[src/rtl/addr_decode_router.sv]
// Single-master to N-slave request router with BASE/MASK address decode.
// Misses, slave errors and timeouts complete as bus-error responses.
//
// Ports:
//   clk, rst            clock, synchronous active-high reset
//   m_req_*             master request (valid/ready, addr, we, wdata, wstrb)
//   m_rsp_*             master response pulse (valid, rdata, err)
//   s_req_*             per-slave valid/ready, shared latched request fields
//   s_rsp_*             per-slave response valid, rdata slices, err
//   busy                transaction in flight
//   err_addr, err_count last errored address, saturating error count
module addr_decode_router #(
    parameter int ADDR_W      = 32,
    parameter int DATA_W      = 32,
    parameter int NUM_SLAVES  = 3,
    parameter logic [NUM_SLAVES*ADDR_W-1:0] SLV_BASE =
        {32'h1000_0000, 32'h0000_1000, 32'h0000_0000},
    parameter logic [NUM_SLAVES*ADDR_W-1:0] SLV_MASK =
        {32'hFFFF_FF00, 32'hFFFF_F000, 32'hFFFF_F000},
    parameter int TIMEOUT_CYC = 255
) (
    input  logic                         clk,
    input  logic                         rst,
    input  logic                         m_req_valid,
    output logic                         m_req_ready,
    input  logic [ADDR_W-1:0]            m_req_addr,
    input  logic                         m_req_we,
    input  logic [DATA_W-1:0]            m_req_wdata,
    input  logic [DATA_W/8-1:0]          m_req_wstrb,
    output logic                         m_rsp_valid,
    output logic [DATA_W-1:0]            m_rsp_rdata,
    output logic                         m_rsp_err,
    output logic [NUM_SLAVES-1:0]        s_req_valid,
    input  logic [NUM_SLAVES-1:0]        s_req_ready,
    output logic [ADDR_W-1:0]            s_req_addr,
    output logic                         s_req_we,
    output logic [DATA_W-1:0]            s_req_wdata,
    output logic [DATA_W/8-1:0]          s_req_wstrb,
    input  logic [NUM_SLAVES-1:0]        s_rsp_valid,
    input  logic [NUM_SLAVES*DATA_W-1:0] s_rsp_rdata,
    input  logic [NUM_SLAVES-1:0]        s_rsp_err,
    output logic                         busy,
    output logic [ADDR_W-1:0]            err_addr,
    output logic [7:0]                   err_count
);

    localparam int SEL_W = (NUM_SLAVES > 1) ? $clog2(NUM_SLAVES) : 1;
    localparam int TMR_W = $clog2(TIMEOUT_CYC);
    localparam int STB_W = DATA_W / 8;

    typedef enum logic [2:0] {
        S_IDLE = 3'd0,
        S_REQ  = 3'd1,
        S_WAIT = 3'd2,
        S_ERR  = 3'd3,
        S_RSP  = 3'd4
    } state_t;

    state_t             state_q, state_d;
    logic [ADDR_W-1:0]  addr_q, addr_d;
    logic               we_q, we_d;
    logic [DATA_W-1:0]  wdata_q, wdata_d;
    logic [STB_W-1:0]   wstrb_q, wstrb_d;
    logic [SEL_W-1:0]   sel_q, sel_d;
    logic [TMR_W-1:0]   timer_q, timer_d;
    logic [DATA_W-1:0]  rdata_q, rdata_d;
    logic               rsp_err_q, rsp_err_d;
    logic [ADDR_W-1:0]  err_addr_q, err_addr_d;
    logic [7:0]         err_count_q, err_count_d;

    logic               hit;
    logic [SEL_W-1:0]   hit_idx;
    logic               sel_ready;
    logic               sel_rsp_valid;
    logic               sel_rsp_err;
    logic [DATA_W-1:0]  sel_rdata;
    logic               timeout;
    logic               err_evt;

    // Scan from the top index down so the lowest matching window wins.
    always_comb begin
        hit     = 1'b0;
        hit_idx = '0;
        for (int i = NUM_SLAVES - 1; i >= 0; i--) begin
            if ((m_req_addr & SLV_MASK[i*ADDR_W +: ADDR_W]) ==
                SLV_BASE[i*ADDR_W +: ADDR_W]) begin
                hit     = 1'b1;
                hit_idx = SEL_W'(i);
            end
        end
    end

    // Only the latched target's handshake and response lines are looked at.
    always_comb begin
        sel_ready     = 1'b0;
        sel_rsp_valid = 1'b0;
        sel_rsp_err   = 1'b0;
        sel_rdata     = '0;
        for (int i = 0; i < NUM_SLAVES; i++) begin
            if (sel_q == SEL_W'(i)) begin
                sel_ready     = s_req_ready[i];
                sel_rsp_valid = s_rsp_valid[i];
                sel_rsp_err   = s_rsp_err[i];
                sel_rdata     = s_rsp_rdata[i*DATA_W +: DATA_W];
            end
        end
    end

    assign timeout = (timer_q == TMR_W'(TIMEOUT_CYC - 1));

    always_comb begin
        state_d     = state_q;
        addr_d      = addr_q;
        we_d        = we_q;
        wdata_d     = wdata_q;
        wstrb_d     = wstrb_q;
        sel_d       = sel_q;
        timer_d     = timer_q;
        rdata_d     = rdata_q;
        rsp_err_d   = rsp_err_q;
        err_addr_d  = err_addr_q;
        err_count_d = err_count_q;
        err_evt     = 1'b0;

        unique case (state_q)
            S_IDLE: begin
                if (m_req_valid) begin
                    addr_d  = m_req_addr;
                    we_d    = m_req_we;
                    wdata_d = m_req_wdata;
                    wstrb_d = m_req_wstrb;
                    sel_d   = hit_idx;
                    timer_d = '0;
                    state_d = hit ? S_REQ : S_ERR;
                end
            end
            S_REQ: begin
                timer_d = timer_q + TMR_W'(1);
                // Timeout wins even if the slave accepts this same cycle.
                if (timeout) begin
                    rdata_d   = '0;
                    rsp_err_d = 1'b1;
                    err_evt   = 1'b1;
                    state_d   = S_RSP;
                end else if (sel_ready) begin
                    state_d = S_WAIT;
                end
            end
            S_WAIT: begin
                timer_d = timer_q + TMR_W'(1);
                if (timeout) begin
                    rdata_d   = '0;
                    rsp_err_d = 1'b1;
                    err_evt   = 1'b1;
                    state_d   = S_RSP;
                end else if (sel_rsp_valid) begin
                    rdata_d   = sel_rsp_err ? '0 : sel_rdata;
                    rsp_err_d = sel_rsp_err;
                    err_evt   = sel_rsp_err;
                    state_d   = S_RSP;
                end
            end
            S_ERR: begin
                rdata_d   = '0;
                rsp_err_d = 1'b1;
                err_evt   = 1'b1;
                state_d   = S_RSP;
            end
            S_RSP: begin
                state_d = S_IDLE;
            end
            default: begin
                state_d = S_IDLE;
            end
        endcase

        if (err_evt) begin
            err_addr_d = addr_q;
            if (err_count_q != 8'hFF) begin
                err_count_d = err_count_q + 8'd1;
            end
        end
    end

    always_ff @(posedge clk) begin
        if (rst) begin
            state_q     <= S_IDLE;
            addr_q      <= '0;
            we_q        <= 1'b0;
            wdata_q     <= '0;
            wstrb_q     <= '0;
            sel_q       <= '0;
            timer_q     <= '0;
            rdata_q     <= '0;
            rsp_err_q   <= 1'b0;
            err_addr_q  <= '0;
            err_count_q <= '0;
        end else begin
            state_q     <= state_d;
            addr_q      <= addr_d;
            we_q        <= we_d;
            wdata_q     <= wdata_d;
            wstrb_q     <= wstrb_d;
            sel_q       <= sel_d;
            timer_q     <= timer_d;
            rdata_q     <= rdata_d;
            rsp_err_q   <= rsp_err_d;
            err_addr_q  <= err_addr_d;
            err_count_q <= err_count_d;
        end
    end

    always_comb begin
        s_req_valid = '0;
        for (int i = 0; i < NUM_SLAVES; i++) begin
            s_req_valid[i] = (state_q == S_REQ) && (sel_q == SEL_W'(i));
        end
    end

    assign m_req_ready = (state_q == S_IDLE);
    assign m_rsp_valid = (state_q == S_RSP);
    assign m_rsp_rdata = (state_q == S_RSP) ? rdata_q : '0;
    assign m_rsp_err   = (state_q == S_RSP) && rsp_err_q;
    assign s_req_addr  = addr_q;
    assign s_req_we    = we_q;
    assign s_req_wdata = wdata_q;
    assign s_req_wstrb = wstrb_q;
    assign busy        = (state_q != S_IDLE);
    assign err_addr    = err_addr_q;
    assign err_count   = err_count_q;

endmodule

[config.mk]
export PLATFORM = sky130hd
export DESIGN_NAME = addr_decode_router
export DESIGN_NICKNAME = d
export VERILOG_FILES = /design/src/rtl/addr_decode_router.sv
export SDC_FILE = /design/constraint.sdc
export NUM_CORES = 1
export LEC_CHECK = 0
export BUFFER_PORTS_ARGS = -buffer_cell sky130_fd_sc_hd__buf_2
export CORE_AREA = 2 2 126 128
export CTS_BUF_LIST = sky130_fd_sc_hd__clkbuf_8
export DETAILED_ROUTE_END_ITERATION = 7
export DIE_AREA = 0 0 128 130
export PLACE_DENSITY = 0.77
export SLEW_MARGIN = 15
export SYNTH_ARGS = -nofsm -noshare
export SYNTH_HDL_FRONTEND = slang
export SYNTH_SLANG_ARGS = --single-unit
[constraint.sdc]
create_clock -name clk -period 2.45 [get_ports clk]
set_input_delay 0.245 -clock clk [delete_from_list [all_inputs] [get_ports clk]]
set_output_delay 0.245 -clock clk [all_outputs]
set_load 0.01 [all_outputs]
==> metrics.yaml, run 1 <==
sta:
  min_period_ns: 2.23
  tightest_slew_ns: 0.599
  hold_viol_final: 0
  finalCritPeriodShare_pct: 91.0
  setup_viol: 0
  drv_slew: 0
  clock_skew_ns: 0.0133
  rsz0062_at_grt: "false"
  setup_tns_ns: 0
  relSlewSlack_pct: 59.7
  fmax_mhz: 449
layout:
  num_antenna_cells: 0
  fillers: 1387
  layout.nets: 1296
  final_util_pct: 60.6
  area_delta_synth_final_pct: 38.0
  multi_input_area_mm2: 0.00339
  drive_gt1_share_pct: 34.0
  regArea_mm2: 0.00311
routing:
  drcViolationCount: 0
  detailroute.via_count: 7012
  drt_first_pass_iters: 5
  dr.max_layer_used: "met5"
  via_per_inst: 5.31
  antenna_left: 0
  wl_met1_um: 8800
  first_iter_violations: 317
  met3WireLength_um: 1620
  drt_wl_total_um: 21500
  wire_per_inst_um: 16.3
  wl_met2_um: 10600
floorplan:
  start_util_pct: 43.9
  core_area_mm2: 0.0154
  die_h_um: 130
  die_x_um: 128
  rows: 46
  ios: 325
  die-area_mm2: 0.0166
pwr:
  p_per_area_mw_per_mm2: 596
  ir_drop_v: 0.000455
  leakage_nw: 4.21
outcome:
  status: "completed"
placed_design:
  gp_congestion: 0.854
  portBuffers: 324
  hpwlAfterDp_um: 14700
clocking:
  clk_latency_ns: 0.46
  htreeDepth: 4
  clockRootBuffer: "clkbuf_8"
  clk_path_buf_depth: 2
  tritoncts: "done"
  clkSinkCount: 155
  numCtsBuffers: 17
  clk_pin_slew_ns: 0.08
  cts_setup_buffers: 0
critical_path:
  cpMaxStageDelayCell: "dfxtp_1"
  reg2reg_depth: 5
  cp_cell_sequence: "inv_1 > and3_2 > and2_1 > buf_2"
  path_buf_inv: 2
  start_kind: "flip-flop"
  crit_family: "simple AND/OR/NAND/NOR gates"
  cp.required_ns: 2.20
  crit_fanout: 34
  cp_num_cells: 4
  slowest_delay_ns: 0.62
  path_class: "flip-flop to output port"
  crit_arrival_ns: 1.98
  endpoint_kind: "output port"
global_routing:
  grt_max_degree: 85
  grt_pass1_vias: 6247
  track_usage_pct: 24.2
  overflow: 0
  antenna_found_initial: 1
  grt_pass1_wl_um: 31800
synth:
  yosys.area.top_type: "dfxtp_1"
  yosys.cell_types.count: 47
  netlist.area_leader.share_pct: 45.8
  yosys_register_bits: 155
  synthCells: 791
  synth_area_mm2: 0.00677
  syn-mean-instance-area_um2: 8.56
  ys_top_cells_by_area: "dfxtp_1 (46%), nand2_1 (10%), a21oi_1 (5.9%), mux2i_1 (5.3%), o311a_1 (4.6%)"
  yosysWarnings: 0
  syn_nets: 971
  synth_ff_type: "dfxtp_1"
  async_flop_share_pct: 0
  yosysSeqAreaShare_pct: 45.8
  synth_edf_count: 0
worst_hold_path:
  holdPathStages: 3
  min_path_type: "input pin to flip-flop"
run:
  maxCapViolations: 0
[logic make-up after synthesis]
logic type / share of synthesized area, %
AND/OR/NAND/NOR: 18.8
flip-flops: 45.8
multiplexers: 5.32
XOR/XNOR: 0.905
AO/OA/AOI/OAI: 24.1
adder cells (fa/ha/maj): 0.554
buffers and inverters: 4.51
[flip-flops by register name (all words and copies together), names as in the netlist]
name	cells
s_req_wstrb	4
s_req_wdata	32
s_req_addr	32
timer_q	8
err_count	8
err_addr	32
state_q	3
rdata_q	32
sel_q	2
s_req_we	1
rsp_err_q	1
[worst paths after layout]
path / startpoint / endpoint / slack [ns]
setup / recovery: state_q[1] / m_rsp_rdata[22] / 0.22
hold / removal: m_req_addr[3] / s_req_addr[3] / 0.03
setup reg to reg: sel_q[1] / state_q[0] / 0.23
hold reg to reg: s_req_wdata[21] / s_req_wdata[21] / 0.45
[worst min-delay path, cell delays in order]
cell and delay [ns]:
buf_2 0.10, nand2_1 0.05, a21oi_1 0.05
[placed cells by master (no fill, tap or decap), types with 3 or more instances in the layout]
| cell type | count |
|---|---|
| buf_2 | 324 |
| nand2_1 | 184 |
| dfxtp_1 | 153 |
| a21oi_1 | 80 |
| mux2i_1 | 36 |
| dlygate4sd3_1 | 36 |
| o21ai_0 | 35 |
| and2_1 | 34 |
| a22o_1 | 32 |
| o311a_1 | 31 |
| a31o_1 | 31 |
| clkbuf_8 | 21 |
| nor2_1 | 13 |
| nand3_1 | 9 |
| buf_4 | 8 |
| nor4_1 | 7 |
| buf_12 | 7 |
| inv_1 | 6 |
| nor3_1 | 5 |
| or4_1 | 5 |
| o31ai_1 | 5 |
| xor2_1 | 5 |
| and3_1 | 3 |
| a2bb2oi_1 | 3 |
| a211oi_1 | 3 |
| and4_1 | 3 |
| nand4_1 | 3 |
| ha_1 | 3 |
| clkinvlp_4 | 3 |
[power breakdown]
| part | switching (W) | internal (W) | leakage (nW) |
|---|---|---|---|
| Clock | 0.000951 | 0.000903 | 0.191 |
| Combinational | 0.000566 | 0.000407 | 2.76 |
| Sequential | 0.0000980 | 0.00265 | 1.26 |
| Total | 0.00162 | 0.00396 | 4.21 |
[through the flow]
stage / power [W] / setup WS, ns / hold slack [ns] / std cells / instance area, um^2
3_5_place_dp: 0.00372 / 0.278 / 0.444 / 1253 / 8600
6_report: 0.00557 / 0.221 / 0.0274 / 1320 / 9350
4_1_cts: 0.00562 / 0.149 / 0.00102 / 1320 / 9350
3_3_place_gp: 0.00370 / 0.0260 / 0.438 / 1251 / 8580
5_1_grt: 0.00583 / 0.118 / 0.00396 / 1320 / 9350
2_1_floorplan: 0.00328 / 0.385 / 0.381 / 791 / 6770
[layer usage]
| layer | vias up | track usage (%) |
|---|---|---|
| li1 | 3468 | - |
| met1 | 3228 | 28.7 |
| met2 | 281 | 42.2 |
| met3 | 33 | 7.09 |
| met4 | 2 | 8.27 |
| met5 | - | 0 |
[synth_stat cells (2+ instances only)]
cell	instances
a22o_1	32
nor4_1	7
buf_2	10
a2bb2oi_1	3
o21a_1	2
inv_1	6
dfxtp_1	155
ha_1	3
and4_1	3
o21ai_0	35
nand3_1	9
nor3_1	7
nand2b_1	2
a21oi_1	80
o31ai_1	5
nand4_1	3
and2_1	34
o311a_1	31
xor2_1	5
or4_1	5
xnor2_1	2
nand2_1	185
nor2_1	14
a211oi_1	3
mux2i_1	36
and3_1	4
buf_1	3
a31o_1	31
or3_1	2
clkbuf_1	57
[what timing repair did]
| item | 4_1_cts | 5_1_grt |
|---|---|---|
| hold buffers | 36 | 0 |
| resized for setup | 1 | 1 |
| hold endpoints to repair | 36 | 0 |
| setup endpoints to repair | 33 | 2 |
[final cells by class]
class / count / area share [%]
Clock buffer: 21 / 3.09
Clock inverter: 10 / 0.990
Inverter: 6 / 0.241
Multi-Input combinational cell: 559 / 36.3
Sequential cell: 155 / 33.2
Tap cell: 192 / 2.57
Timing Repair Buffer: 377 / 23.6
No activity file was read; power rests on OpenSTA's default activity.
==> run 2: changes to the inputs <==
ABC_AREA = 1   (was not set)
CAP_MARGIN = 20   (was not set)
PLACE_DENSITY = 0.78   (was 0.77)
clock period = 2.4 ns   (was 2.45 ns; I/O delays follow)
==> run 2 against run 1 <==
Hold slack worse by 0.0095 ns. Sequential power up 34%. Synthesized cell count up 28%. Global-route usage up 1.2 points. Register-to-register slack better by 0.09 ns. Largest power group unchanged.
==> metrics.yaml, run 2 <==
outcome:
  status: "completed"
sta:
  tightest_slew_ns: 0.832  # +0.234 ns
  setup_tns_ns: 0  # unchanged
  drv_slew: 0  # unchanged
  finalCritPeriodShare_pct: 87.7
  layout_setup_ws_ns: 0.296  # +0.0751 ns
  fmax_mhz: 475
  min_period_ns: 2.10
  hold_viol_final: 0  # unchanged
  whs_ns: 0.0179  # -0.00948 ns
  clock_skew_ns: 0.0170  # +0.00376 ns
  relSlewSlack_pct: 44.5  # -15 points
  rsz0062_at_grt: "false"
  setup_viol: 0  # unchanged
placed_design:
  portBuffers: 324  # unchanged
  hpwlAfterDp_um: 15400  # +4.3%
  place_ws_ns: 0.170  # -0.108 ns
  gp_congestion: 0.828  # -3.1%
synth:
  synth-simple-area-share_pct: 34.3  # +15 points
  synth_area_mm2: 0.00682  # +0.72%
  netlist.area_leader.share_pct: 45.5  # -0.33 points
  synth-xor-area-share_pct: 0.513  # -0.39 points
  synth_compound_area_share_pct: 11.5  # -13 points
  ys_top_cells_by_area: "dfxtp_1 (45%), nor2_1 (15%), nand2_1 (11%), o21ai_0 (5.6%), nand3_1 (3.7%)"
  yosysWarnings: 0  # unchanged
  yosys.cell_types.count: 34  # -28%
  yosys_register_bits: 155  # unchanged
  yosys.area.top_type: "dfxtp_1"
  synth_ff_type: "dfxtp_1"
  synth_common_cells: "nor2_1 (277), nand2_1 (209), dfxtp_1 (155), o21ai_0 (76), inv_1 (59)"
  synthCells: 1009  # +28%
  synthMuxAreaShare_pct: 0  # -5.3 points
  syn_nets: 1189  # +22%
  yosysSeqAreaShare_pct: 45.5  # -0.33 points
  syn-mean-instance-area_um2: 6.76  # -21%
  synthMostInstantiatedCell: "nor2_1"
  synthAdderAreaFrac_pct: 0.550  # -0.0040 points
  async_flop_share_pct: 0  # unchanged
  synth_edf_count: 0  # unchanged
  synth_top_family_by_area: "simple AND/OR/NAND/NOR gates"
clocking:
  clk_latency_ns: 0.46  # about the same
  clkSinkCount: 155  # unchanged
  clk_pin_slew_ns: 0.09  # about the same
  numCtsBuffers: 17  # unchanged
  htreeDepth: 4  # unchanged
  clockRootBuffer: "clkbuf_8"
  tritoncts: "done"
  cts_setup_buffers: 0  # unchanged
  clk_path_buf_depth: 2  # unchanged
critical_path:
  cp_cell_sequence: "nor3_1 > inv_2 > buf_4 > nor2_1 > buf_2"
  slowest_delay_ns: 0.38  # -0.24 ns
  cp.required_ns: 2.16  # -0.04 ns
  start_kind: "flip-flop"
  endpoint_kind: "output port"
  path_class: "flip-flop to output port"
  cpMaxStageDelayCell: "nor3_1"
  crit_arrival_ns: 1.86  # -0.12 ns
  crit_fanout: 18  # -47%
  path_buf_inv: 3  # +1
  crit_family: "buffers and inverters"
routing:
  wire_per_inst_um: 14.2  # -13%
  via_per_inst: 4.90  # -7.7%
  drt_first_pass_iters: 5  # unchanged
  drcViolationCount: 0  # unchanged
  detailroute.via_count: 7626  # +8.8%
  first_iter_violations: 441  # +39%
  drt_wl_total_um: 22100  # +3.1%
  antenna_left: 0  # unchanged
pwr:
  p_per_area_mw_per_mm2: 972  # +63%
  leakage_nw: 4.56  # +8.2%
  ir_drop_v: 0.000596  # +31%
  power_w: 0.00905  # +62%
layout:
  drive_gt1_share_pct: 29.0  # -4.9 points
  layout_common_cells: "buf_2 (324), nor2_1 (276), nand2_1 (209)"
  layout_commonest_cell: "buf_2"
  layout.nets: 1528  # +18%
  area_delta_synth_final_pct: 36.5
floorplan:
  core_area_mm2: 0.0154  # unchanged
  rows: 46  # unchanged
  die-area_mm2: 0.0166  # unchanged
  start_util_pct: 44.2  # +0.32 points
  ios: 325  # unchanged
  die_h_um: 130  # unchanged
  die_x_um: 128  # unchanged
global_routing:
  track_usage_pct: 25.4  # +1.2 points
  grt_pass1_vias: 7084  # +13%
  antenna_found_initial: 2  # +1
  overflow: 0  # unchanged
  grt_pass1_wl_um: 33600  # +5.7%
  grt_max_degree: 74  # -13%
worst_hold_path:
  min_path_type: "input pin to flip-flop"
run:
  maxCapViolations: 0  # unchanged
==> run 2: per-stage QoR <==
step	std cells	util [%]	area, um^2
after floorplan	1009	-	6820
after global placement	1482	55.3	8540
after detailed placement	1482	55.3	8540
after CTS	1552	60.3	9300
after global routing	1554	60.4	9310
final	1556	60.4	9320
==> run 2: metal layers <==
metal	track usage (%)	vias to the layer above	share of wire (%)
li1	-	3849	-
met1	28.6	3405	42
met2	45.3	321	48
met3	7.01	51	7.2
met4	11.2	0	3.3
met5	0	-	0
==> run 2: cells by family (layout without fill, tap and decap cells) <==
| group | Yosys count | after routing |
|---|---|---|
| and+or+nand+nor | 568 | 569 |
| AOI/OAI and AO/OA | 156 | 156 |
| DFF | 155 | 155 |
| buffers and inverters | 123 | 474 |
| xor gates and xnor gates | 4 | 4 |
| adders and majority gates | 3 | 3 |
| other | 0 | 3 |
==> run 2: area by class of cell <==
| class | count | area, um^2 |
|---|---|---|
| inverters | 67 | 254 |
| diodes | 3 | 7.51 |
| clock buffers | 20 | 275 |
| fillers | 1412 | 6110 |
| multi-input cells | 732 | 3210 |
| clock inverters | 12 | 111 |
| flip-flops and latches | 155 | 3100 |
| well taps | 192 | 240 |
| repair buffers | 375 | 2110 |
==> run 2: power by group <==
group	switching, W	internal, W	total (W)
combinational	0.00223	0.00122	0.00345
sequential	0.000404	0.00328	0.00368
clock	0.00101	0.000912	0.00192
==> run 2: worst min-delay path, delay by kind of cell <==
| kind | cells | cell delay, ns |
|---|---|---|
| buf+inv | 1 | 0.07 |
| simple gates | 2 | 0.13 |
==> run 2: final timing paths <==
path | slack [ns] | from | cells past startpoint | to
min | 0.02 | m_req_wdata[13] | 3 | s_req_wdata[13]
max | 0.30 | state_q[1] | 5 | m_rsp_rdata[7]
max reg2reg | 0.32 | sel_q[1] | 9 | err_addr[31]
min reg2reg | 0.47 | rdata_q[0] | 2 | rdata_q[0]
==> run 2: timing repair <==
action                                  4_1_cts  5_1_grt
hold buffers                                 38        0
gates resized for setup                       0        1
hold endpoints to repair                     38        0
endpoints found under the setup margin        0       38
==> run 3: changes to the inputs <==
--- a/config.mk
+++ b/config.mk
@@ -8,10 +8,10 @@
 export ABC_AREA = 1
 export BUFFER_PORTS_ARGS = -buffer_cell sky130_fd_sc_hd__buf_2
-export CAP_MARGIN = 20
-export CORE_AREA = 2 2 126 128
+export CAP_MARGIN = 25
+export CORE_AREA = 2 2 125 127
 export CTS_BUF_LIST = sky130_fd_sc_hd__clkbuf_8
 export DETAILED_ROUTE_END_ITERATION = 7
-export DIE_AREA = 0 0 128 130
-export PLACE_DENSITY = 0.78
+export DIE_AREA = 0 0 127 129
+export PLACE_DENSITY = 0.79
 export SLEW_MARGIN = 15
 export SYNTH_ARGS = -nofsm -noshare
==> constraint.sdc (replaced) <==
create_clock -name clk -period 2.5 [get_ports clk]
set_input_delay 0.5 -clock clk [delete_from_list [all_inputs] [get_ports clk]]
set_output_delay 0.5 -clock clk [all_outputs]
set_load 0.01 [all_outputs]
==> run 3 against run 2 <==
Core utilization fell by 0.76 points. Clock skew fell by 0.0034 ns. Non-clock buffer count fell by 38. Total power fell by 4.6%. Register-to-register slack improved by 0.23 ns. Wire length fell by 5.9%. Global-route usage fell by 1.2 points. Worst setup slack got worse by 0.11 ns. Via count fell by 2.4%. Highest routed layer unchanged.
==> metrics.yaml, run 3 (synthesis results as in run 2) <==
sta:
  layout_setup_ws_ns: 0.181  # -0.115 ns
  clock_skew_ns: 0.0136  # -0.00343 ns
  drv_slew: 0  # unchanged
  hold_viol_final: 0  # unchanged
  relSlewSlack_pct: 65.2  # +21 points
  tightest_slew_ns: 0.522  # -0.311 ns
  setup_tns_ns: 0  # unchanged
  fmax_mhz: 431
  min_period_ns: 2.32
  rsz0062_at_grt: "false"
  setup_viol: 0  # unchanged
  finalCritPeriodShare_pct: 92.8
global_routing:
  overflow: 0  # unchanged
  antenna_found_initial: 0  # -2
  grt_max_degree: 58  # -22%
  track_usage_pct: 24.2  # -1.2 points
  grt_pass1_wl_um: 31900  # -5.0%
  grt_pass1_vias: 6827  # -3.6%
floorplan:
  core_area_mm2: 0.0150  # -2.9%
  start_util_pct: 45.6  # +1.3 points
  die-area_mm2: 0.0164  # -1.5%
  rows: 45  # -2.2%
  die_h_um: 129  # -0.77%
  die_x_um: 127  # -0.78%
  ios: 325  # unchanged
placed_design:
  place_area_mm2: 0.00853  # about the same
  gp_congestion: 0.837  # +1.1%
  portBuffers: 324  # unchanged
  place_ws_ns: 0.278  # +0.107 ns
  hpwlAfterDp_um: 15500  # +1.0%
clocking:
  htreeDepth: 4  # unchanged
  clockRootBuffer: "clkbuf_8"
  clk_path_buf_depth: 2  # unchanged
  clkSinkCount: 155  # unchanged
  clk_latency_ns: 0.45  # about the same
  tritoncts: "done"
  numCtsBuffers: 17  # unchanged
  cts_setup_buffers: 0  # unchanged
  clk_pin_slew_ns: 0.09  # about the same
  ctsResizeCount: 1  # +1
  cts_hold_buf: 0  # -100%
pwr:
  leakage_nw: 4.40  # -3.5%
  p_per_area_mw_per_mm2: 967  # -0.46%
  ir_drop_v: 0.000865  # +45%
critical_path:
  start_kind: "flip-flop"
  cp.required_ns: 2.00  # -0.16 ns
  crit_fanout: 22  # +4
  crit_arrival_ns: 1.82  # -0.04 ns
  rrSetupSlack_ns: 0.55  # +0.23 ns
  endpoint_kind: "output port"
  path_class: "flip-flop to output port"
routing:
  drcViolationCount: 0  # unchanged
  drt_first_pass_iters: 7  # +2
  wire_per_inst_um: 13.8  # -3.1%
  drt_wl_total_um: 20800  # -5.9%
  antenna_left: 0  # unchanged
  via_per_inst: 4.93  # +0.61%
  first_iter_violations: 382  # -13%
  detailroute.via_count: 7446  # -2.4%
layout:
  layout.nets: 1489  # -2.6%
  layout_commonest_cell: "buf_2"
  fillers: 1474  # +4.4%
  drive_gt1_share_pct: 30.0  # +0.93 points
  regArea_mm2: 0.00310  # unchanged
  layout_common_cells: "buf_2 (324), nor2_1 (276), nand2_1 (209)"
  num_antenna_cells: 0  # -3
  area_delta_synth_final_pct: 30.9
  multi_input_area_mm2: 0.00321  # about the same
  design_area_mm2: 0.00893  # -4.1%
run:
  maxCapViolations: 0  # unchanged
worst_hold_path:
  min_path_type: "input pin to flip-flop"
outcome:
  status: "completed"
run 3: changes by cell type in the layout (fill, tap and decap cells not counted), moves of 2 or more:
cell	delta
diode_2	-3
clkinvlp_4	+2
dlygate4sd3_1	-38
inv_6	-2
run 3: layer usage:
metal | track usage [%] | share of wire [%] | routed length (um)
met1 | 26.4 | 40 | 8330
met4 | 9.57 | 2.1 | 429
met2 | 44.1 | 50 | 10300
met3 | 7.40 | 8.4 | 1740
met5 | 0 | 0 | 0
run 3: final timing paths:
check,from,to,cells past startpoint
worst min register to register,rdata_q[29],rdata_q[29],2
worst min-delay path,m_req_wdata[12],s_req_wdata[12],3
worst max-delay path,state_q[1],m_rsp_rdata[2],5
worst max register to register,state_q[1],sel_q[1],9
run 3: area by class of cell:
type | instances | share of cell area (%)
Tap cell | 188 | 2.63
Clock buffer | 21 | 3.24
Sequential cell | 155 | 34.7
Clock inverter | 11 | 1.20
Timing Repair Buffer | 337 | 19.4
Inverter | 67 | 2.84
Multi-Input combinational cell | 731 | 36.0
run 3: worst max-delay path: stages, from the launching register on:
cell and delay [ns]:
dfxtp_1 0.34, nor3_2 0.32, inv_2 0.17, buf_4 0.25, nor2_1 0.14, buf_2 0.15
run 3: per-stage QoR:
step / utilization (%) / hold slack, ns / std cells / power (W)
2_1_floorplan: - / 0.444 / 1009 / 0.00559
3_3_place_gp: 57.0 / 0.453 / 1478 / 0.00678
3_5_place_dp: 57.0 / 0.456 / 1478 / 0.00684
4_1_cts: 59.6 / 0.247 / 1510 / 0.00872
5_1_grt: 59.6 / 0.247 / 1510 / 0.00926
6_report: 59.6 / 0.270 / 1510 / 0.00864
run 3: power by group:
group          switching (W)  internal, W  total [W]
clock               0.000954     0.000904    0.00186
combinational        0.00210      0.00113    0.00323
sequential          0.000400      0.00315    0.00355
